[config.mk]
export PLATFORM = sky130hd
export DESIGN_NAME = uu_wlan_tx_frame_sender
export DESIGN_NICKNAME = d
export VERILOG_FILES = /design/src/rtl/uu_wlan_tx_frame_sender.sv
export SDC_FILE = /design/constraint.sdc
export NUM_CORES = 1
export LEC_CHECK = 0
export ABC_AREA = 0
export ABC_CLOCK_PERIOD_IN_PS = 3700
export CAP_MARGIN = 20
export CORE_MARGIN = 4
export CORE_UTILIZATION = 30
export CTS_CLUSTER_SIZE = 8
export DETAILED_ROUTE_END_ITERATION = 10
export SYNTH_ARGS = -nofsm -noshare
export SYNTH_HDL_FRONTEND = slang
export SYNTH_SLANG_ARGS = --single-unit
export TNS_END_PERCENT = 100
[constraint.sdc]
create_clock -name clk -period 3.7 [get_ports clk]
set_clock_uncertainty 0.2 [all_clocks]
set_input_delay 0.74 -clock clk [delete_from_list [all_inputs] [get_ports clk]]
set_output_delay 0.74 -clock clk [all_outputs]
set_load 0.05 [all_outputs]
[src/rtl/uu_wlan_tx_frame_sender.sv]
// LMAC transmit sequencer: emits the TXVECTOR under a txstart request, streams PSDU
// bytes from the packet buffer against per-byte FIFO credits, then closes with txend.
module uu_wlan_tx_frame_sender #(
    parameter int VEC_LEN    = 8,
    parameter int LEN_W      = 12,
    parameter int TMO_CYCLES = 4095
) (
    input  logic             clk,
    input  logic             rst_n,
    input  logic             enable,
    input  logic             tx_go,
    input  logic [LEN_W-1:0] tx_len,
    output logic [3:0]       txvec_idx,
    input  logic [7:0]       txvec_byte,
    output logic             buf_rd_en,
    output logic [LEN_W-1:0] buf_rd_addr,
    input  logic [7:0]       buf_rd_data,
    output logic             mac2fifo_txstart_req,
    output logic             mac2fifo_txend_req,
    output logic [7:0]       mac2fifo_phy_frame,
    output logic             mac2fifo_frame_val,
    input  logic             fifo2mac_txstart_confirm,
    input  logic             fifo2mac_txdata_confirm,
    input  logic             fifo2mac_txend_confirm,
    output logic             tx_busy,
    output logic             tx_done,
    output logic             tx_abort
);

    typedef enum logic [2:0] {
        IDLE, VEC, WAIT_SCFM, DATA, END_REQ, WAIT_ECFM
    } state_t;

    localparam int              TMR_W    = LEN_W + 4;
    localparam logic [TMR_W-1:0] TMO     = TMR_W'(TMO_CYCLES);
    localparam logic [3:0]       VEC_LAST = 4'(VEC_LEN - 1);

    state_t           state_reg;
    logic [LEN_W-1:0] len_reg;
    logic [LEN_W-1:0] issued_reg;
    logic [3:0]       idx_reg;
    logic [TMR_W-1:0] timer_reg;
    logic             scfm_seen_reg;
    logic             present_reg;
    logic             present_last_reg;

    logic run;
    logic start_ok;
    logic timed_out;
    logic in_vec;
    logic in_data_byte;

    assign run          = rst_n & enable;
    assign start_ok     = fifo2mac_txstart_confirm | scfm_seen_reg;
    assign timed_out    = (timer_reg == TMO);
    assign in_vec       = (state_reg == VEC);
    assign in_data_byte = (state_reg == DATA) & present_reg;

    // Reads are issued in the same cycle as the credit so the byte follows one cycle later.
    assign buf_rd_en   = run & (state_reg == DATA) & fifo2mac_txdata_confirm
                         & (issued_reg < len_reg);
    assign buf_rd_addr = issued_reg;

    assign txvec_idx            = in_vec ? idx_reg : 4'd0;
    assign mac2fifo_txstart_req = in_vec & (idx_reg == 4'd0);
    assign mac2fifo_txend_req   = (state_reg == END_REQ);
    assign mac2fifo_frame_val   = in_vec | in_data_byte;
    assign mac2fifo_phy_frame   = in_vec       ? txvec_byte  :
                                  in_data_byte ? buf_rd_data : 8'd0;
    assign tx_busy              = (state_reg != IDLE);

    // End confirm outranks a coincident timeout.
    assign tx_done  = run & (state_reg == WAIT_ECFM) & fifo2mac_txend_confirm;
    assign tx_abort = run & ~tx_done & timed_out &
                      (((state_reg == WAIT_SCFM) & ~start_ok) | (state_reg == WAIT_ECFM));

    always_ff @(posedge clk) begin
        if (!rst_n || !enable) begin
            state_reg        <= IDLE;
            len_reg          <= '0;
            issued_reg       <= '0;
            idx_reg          <= 4'd0;
            timer_reg        <= '0;
            scfm_seen_reg    <= 1'b0;
            present_reg      <= 1'b0;
            present_last_reg <= 1'b0;
        end else begin
            present_reg      <= buf_rd_en;
            present_last_reg <= buf_rd_en & (issued_reg == (len_reg - LEN_W'(1)));
            if (buf_rd_en) begin
                issued_reg <= issued_reg + LEN_W'(1);
            end
            if (timer_reg != '1) begin
                timer_reg <= timer_reg + TMR_W'(1);
            end

            case (state_reg)
                IDLE: begin
                    if (tx_go) begin
                        len_reg       <= tx_len;
                        issued_reg    <= '0;
                        idx_reg       <= 4'd0;
                        timer_reg     <= '0;
                        scfm_seen_reg <= 1'b0;
                        state_reg     <= VEC;
                    end
                end
                VEC: begin
                    // An early start confirm is held until the wait state can consume it.
                    if (fifo2mac_txstart_confirm) begin
                        scfm_seen_reg <= 1'b1;
                    end
                    idx_reg <= idx_reg + 4'd1;
                    if (idx_reg == VEC_LAST) begin
                        timer_reg <= '0;
                        state_reg <= WAIT_SCFM;
                    end
                end
                WAIT_SCFM: begin
                    if (start_ok) begin
                        scfm_seen_reg <= 1'b0;
                        timer_reg     <= '0;
                        state_reg     <= (len_reg != '0) ? DATA : END_REQ;
                    end else if (timed_out) begin
                        state_reg <= IDLE;
                    end
                end
                DATA: begin
                    if (present_last_reg) begin
                        timer_reg <= '0;
                        state_reg <= END_REQ;
                    end
                end
                END_REQ: begin
                    timer_reg <= '0;
                    state_reg <= WAIT_ECFM;
                end
                WAIT_ECFM: begin
                    if (fifo2mac_txend_confirm || timed_out) begin
                        state_reg <= IDLE;
                    end
                end
                default: state_reg <= IDLE;
            endcase
        end
    end

endmodule
==> results.tsv, run 1 <==
stage	metric	value	unit
synth	Top FF cell, synth	dfxtp_1	
detailed_routing	Vias/cell	5.244	
timing	setup tns final	0	ns
clock_tree	clock-pin slew on the worst setup and hold paths	0.10	ns
timing	Final Hold Vio Count	0	
timing	Slew Viols, Final	0	
die	Initial Util	30.90	%
run_status	outcome	finished, final reports clean	
clock_tree	H-tree levels	2	
timing	fin crit share	92.15	%
clock_tree	CTS Root Cell	clkbuf_8	
finish	Layout area overhead	30.05	%
timing	RSZ-0062 raised after global routing	no	
die	Die ar.	12970	sq um
timing	Slew HR	49.19	%
finish	max reg flops	16	
synth	Post-Syn Instances	438	
die	Die Span Y	113.9	microns
clock_tree	Bufs on Longest Clock Path	2	
min_path	worst hold path class	flop to flop	
timing	post-route minimum period	3.410	ns
clock_tree	Hold-fix buffers, CTS	0	
detailed_routing	DRC	0	
synth	mapped cell area	3364	sq um
power	Max rail drop VDD	0.1678	mV
detailed_routing	post-route ant nets	0	
clock_tree	setup bufs post-CTS	0	
finish	Layout Nets	547	
clock_tree	CTS tree	built	
detailed_routing	initial DRC count	133	
detailed_routing	Vias	3330	
global_routing	antenna violations before repair	0	
timing	Max Fclk	293.3	MHz
global_routing	largest net degree at the start of global routing	24	
synth	register bit total from synthesis	50	
global_routing	GRT Total Usage	13.85	%
clock_tree	TritonCTS buffer count	5	
die	Die Width	113.9	microns
clock_tree	PostCTS Resize Cnt	0	
synth	FFs w/ async S/R, synth	0	%
synth	Syn Area/Cell	7.681	sq um
synth	EDFF count, synth	0	
power	total power	1.134	mW
finish	# diodes	0	
placement	gpl congestion	0.8408	
critical_path	Required @ worst endpoint	2.76	ns
critical_path	crit path DAT	2.47	ns
run	total of max-cap violations	0	
placement	Post-DP HPWL	7086	microns
critical_path	crit-path max FO	15	
finish	Finished Core Util	40.19	%
timing	Final Setup Violations	0	
synth	Net Count, Synth	491	
critical_path	CP Launch Type	flop	
placement	port bufs	65	
global_routing	grt total ovfl	0	
die	number of top-level pins	66	
finish	layout cells sized above 1	9.697	%
synth	post-synth cell types	57	
detailed_routing	wirelength, routed	9124	microns
timing	Slew @ Worst Pin	0.7593	ns
critical_path	crit path kind	flop to output port	
synth	sequential cell area fraction in the yosys report	29.75	%
die	row cnt	38	
clock_tree	# clock sinks	50	
synth	YS warnings	0	
clock_tree	Worst-Skew Late Latency	0.30	ns
finish	fin area	4375	sq um
die	CORE AREA	10890	sq um
detailed_routing	WL/cell	14.37	microns
global_routing	vias in the first global route	3146	
critical_path	Critical Path Sink Type	output port	
placement	Area after DPL	4277	sq um
global_routing	first-pass GRT wire length	14900	microns
power	pwr dens	259.3	nW/um^2
detailed_routing	1st-pass router iterations	4	
power	leakage	1.517	nW
logic make-up (layout without fill, tap and decap cells):
logic type	Yosys count	after routing	share of synthesized area, %
muxes	11	11	3.273
AOI/OAI and AO/OA	85	85	17.26
DFF	50	50	29.75
buffers and inverters	43	100	5.020
and+or+nand+nor	213	213	33.32
xor gates and xnor gates	18	18	4.686
adders and majority gates	18	18	6.694
metal layers:
| metal | part of all wire (%) | GRT usage [%] |
|---|---|---|
| met1 | 46 | 17.99 |
| met2 | 46 | 22.81 |
| met3 | 6.1 | 3.395 |
| met4 | 1.4 | 4.117 |
| met5 | 0 | 0 |
stage by stage:
stage / hold WS [ns] / setup slack (ns) / cells
after global placement: 0.2759 / 0.4134 / 627
final: 0.3003 / 0.2903 / 635
after CTS: 0.3021 / 0.2773 / 635
after global routing: 0.3401 / 0.1570 / 635
after detailed placement: 0.2849 / 0.3605 / 627
after floorplan: 0.2636 / 0.1575 / 438
critical path: stages (launching register included):
cell and delay (ns):
dfxtp_1 0.45, or3b_2 0.62, nor4b_2 0.27, clkdlybuf4s50_1 0.83
where the power goes:
part / switching (mW) / internal [mW]
clock network: 0.193 / 0.154
logic: 0.124 / 0.108
registers: 0.0106 / 0.545
total: 0.328 / 0.807
synth_stat cells, types with 2 or more instances:
library cell,instances,area share [%]
nand2_1,57,6.4
dfxtp_1,50,30
nor2_1,35,3.9
a21oi_1,31,4.6
clkbuf_1,22,2.5
nand3_1,20,3.0
inv_1,19,2.1
ha_1,18,6.7
nor4_1,16,3.0
nor3_1,15,2.2
mux2i_1,11,3.3
xor2_1,10,2.6
nand4_1,9,1.7
a22o_1,8,2.1
or2_2,8,1.5
xnor2_1,8,2.1
and3_1,7,1.3
o21ai_1,7,1.0
and2_1,5,0.93
nand2b_1,5,0.93
nor2b_1,5,0.93
o21ai_0,5,0.74
nor3b_1,4,0.89
nor4b_1,4,1.0
o211ai_1,4,0.89
o31ai_1,4,0.89
or3_1,4,0.74
or4_1,4,0.89
a21o_1,3,0.67
a31oi_1,3,0.56
and4_1,3,0.78
nand3b_1,3,0.67
o2111ai_1,3,0.78
or3b_2,3,0.78
a211oi_1,2,0.45
a221o_1,2,0.60
final timing paths:
check                 start              endpoint  slack, ns  cells past startpoint
min           timer_reg[11]         timer_reg[11]       0.30                      2
max reg2reg  buf_rd_addr[5]      present_last_reg       1.16                      7
max            state_reg[1]  mac2fifo_txstart_req       0.29                      3
min reg2reg   timer_reg[11]         timer_reg[11]       0.30                      2
cell usage in the layout, fill, tap and decap left out, types with 5 or more instances in the layout:
cell type / n
xor2_1: 10
clkbuf_8: 6
a22o_1: 8
nand3_1: 20
clkdlybuf4s50_1: 52
inv_1: 19
a21oi_1: 31
o21ai_0: 5
ha_1: 18
and3_1: 7
or2_2: 8
nand2_1: 57
nor4_1: 16
o21ai_1: 7
and2_1: 5
nor2b_1: 5
xnor2_1: 8
nand2b_1: 5
mux2i_1: 11
dfxtp_1: 50
nor3_1: 15
buf_12: 12
nor2_1: 35
buf_4: 9
nand4_1: 9
final cells by class:
| class | count | area [sq um] |
|---|---|---|
| clock buffers | 6 | 82.58 |
| well taps | 140 | 175.2 |
| inverters | 19 | 71.32 |
| multi-input cells | 345 | 2201 |
| fillers | 1102 | 6513 |
| flip-flops and latches | 50 | 1001 |
| clock inverters | 2 | 16.27 |
| repair buffers | 73 | 828.3 |
Power figures use the tool's default switching activity.
==> run 2, diff against run 1 <==
--- a/config.mk
+++ b/config.mk
@@ -8,7 +8,6 @@
 export ABC_AREA = 0
 export ABC_CLOCK_PERIOD_IN_PS = 3700
 export CAP_MARGIN = 20
-export CORE_MARGIN = 4
 export CORE_UTILIZATION = 30
 export CTS_CLUSTER_SIZE = 8
 export DETAILED_ROUTE_END_ITERATION = 10
==> run 2 against run 1 <==
- setup slack lost 0.039 ns
- combinational power is essentially flat
- die area down 10%
- routed wire length rose by 0.13%
- cell count decreased by 0.16%
- flip-flop and latch count did not move
- sequential power is essentially flat
- first-iteration DRC count increased by 9.8%
- sequential share of layout area hardly changed
- largest cell class unchanged
- largest power group unchanged
- highest routed layer unchanged
==> results.tsv, run 2 (synthesized netlist as in run 1, its figures left out) <==
stage	metric	value	unit	change
run_status	outcome	finished, final reports clean		
finish	layout cells sized above 1	9.717	%	+0.020 points
timing	Slew @ Worst Pin	0.7736	ns	+0.01433 ns
placement	Area after DPL	4269	sq um	-0.18%
finish	most frequent cells in the layout	57 x nand2_1, 52 x clkdlybuf4s50_1, 50 x dfxtp_1, 35 x nor2_1, 31 x a21oi_1		
die	number of top-level pins	66		unchanged
die	row cnt	38		unchanged
detailed_routing	1st-pass router iterations	4		unchanged
die	Die Span Y	107.9	microns	-5.3%
clock_tree	H-tree levels	2		unchanged
clock_tree	Hold-fix buffers, CTS	0		unchanged
die	CORE AREA	10890	sq um	unchanged
placement	port bufs	65		unchanged
placement	gpl congestion	0.7974		-5.2%
detailed_routing	DRC	0		unchanged
die	Initial Util	30.90	%	unchanged
global_routing	antenna violations before repair	0		unchanged
timing	RSZ-0062 raised after global routing	no		
run	total of max-cap violations	0		unchanged
finish	commonest non-fill, non-tap cell in the layout	nand2_1		
power	Max rail drop VDD	0.1426	mV	-15%
global_routing	GRT Total Usage	16.45	%	+2.6 points
finish	Layout Nets	546		-0.18%
global_routing	vias in the first global route	3035		-3.5%
critical_path	CP Launch Type	flop		
detailed_routing	Vias	3333		+0.090%
global_routing	largest net degree at the start of global routing	24		unchanged
clock_tree	CTS tree	built		
detailed_routing	initial DRC count	146		+9.8%
clock_tree	TritonCTS buffer count	5		unchanged
finish	fill count	1102		unchanged
min_path	worst hold path class	flop to flop		
timing	Slew Viols, Final	0		unchanged
die	Die Width	107.9	microns	-5.3%
power	pwr dens	262.9	nW/um^2	+1.4%
global_routing	grt total ovfl	0		unchanged
clock_tree	# clock sinks	50		unchanged
detailed_routing	WL/cell	14.41	microns	+0.29%
timing	Slew HR	48.24	%	-0.96 points
detailed_routing	post-route ant nets	0		unchanged
critical_path	crit path DAT	2.51	ns	+0.04 ns
critical_path	Critical Path Sink Type	output port		
critical_path	crit path kind	flop to output port		
critical_path	Required @ worst endpoint	2.76	ns	about the same
clock_tree	CTS Root Cell	clkbuf_8		
finish	max reg flops	16		unchanged
detailed_routing	Vias/cell	5.257		+0.25%
critical_path	crit-path max FO	15		unchanged
clock_tree	setup bufs post-CTS	0		unchanged
timing	setup tns final	0	ns	unchanged
timing	post-route minimum period	3.448	ns	+0.03867 ns
clock_tree	clock-pin slew on the worst setup and hold paths	0.11	ns	about the same
finish	fin area	4369	sq um	-0.14%
clock_tree	Worst-Skew Late Latency	0.33	ns	+0.03 ns
placement	Post-DP HPWL	7014	microns	-1.0%
die	Die ar.	11640	sq um	-10%
clock_tree	PostCTS Resize Cnt	0		unchanged
power	leakage	1.515	nW	-0.18%
timing	Final Hold Vio Count	0		unchanged
global_routing	first-pass GRT wire length	14920	microns	+0.13%
clock_tree	Bufs on Longest Clock Path	2		unchanged
timing	Max Fclk	290.0	MHz	-1.1%
detailed_routing	wirelength, routed	9136	microns	+0.13%
timing	fin crit share	93.20	%	+1.0 points
finish	Layout area overhead	29.86	%	
finish	# diodes	0		unchanged
timing	Final Setup Violations	0		unchanged
-- run 2: cell count changes in the layout (fill, tap and decap cells not counted), sizes merged --
cell | previous run | this run
inv | 20 | 21
clkinvlp | 1 | 0
clkinv | 0 | 1
buf | 21 | 20
clkbuf | 6 | 5
-- run 2: metal layers --
metal | up-vias | track usage [%] | routed length [microns]
met5 | - | 0 | 0
met4 | 0 | 6.164 | 107
met3 | 9 | 4.298 | 660
met2 | 84 | 27.61 | 4185
met1 | 1543 | 20.10 | 4182
li1 | 1697 | - | -
-- run 2: through the flow --
step	util, %	setup slack (ns)	std cells	hold slack, ns	power (mW)
floorplan	-	0.1575	438	0.2636	0.7045
global placement	39.21	0.4438	626	0.2763	0.7965
detailed placement	39.21	0.3313	626	0.2886	0.7991
CTS	40.11	0.1752	634	0.3083	1.163
global route	40.13	0.1177	634	0.3336	1.211
finish	40.13	0.2516	634	0.3026	1.149
-- run 2: power by group --
| group | leakage [nW] | internal (mW) | switching (mW) |
|---|---|---|---|
| clock | 0.0506 | 0.142 | 0.220 |
| sequential | 0.404 | 0.545 | 0.0103 |
| combinational | 1.06 | 0.108 | 0.124 |
| total | 1.51 | 0.795 | 0.354 |
-- run 2: layout make-up --
class / count / area, sq um / area share, %
timing repair buffer: 72 / 820.8 / 18.79
inverter: 19 / 71.32 / 1.632
multi-input combinational: 345 / 2203 / 50.43
tap: 140 / 175.2 / 4.009
sequential: 50 / 1001 / 22.91
clock inverter: 3 / 28.78 / 0.6586
clock buffer: 5 / 68.82 / 1.575
-- run 2: worst paths after layout --
check	startpoint	endpoint	slack, ns	cells past startpoint
setup / recovery	state_reg[1]	mac2fifo_txstart_req	0.25	3
hold / removal	timer_reg[11]	timer_reg[11]	0.30	2
setup reg to reg	len_reg[9]	buf_rd_addr[4]	1.19	8
hold reg to reg	timer_reg[11]	timer_reg[11]	0.30	2
-- run 2: worst max-delay path, cell delays in order, from the launching register on --
cell,delay [ns]
dfxtp_1,0.45
or3b_2,0.62
nor4b_2,0.27
clkdlybuf4s50_1,0.83
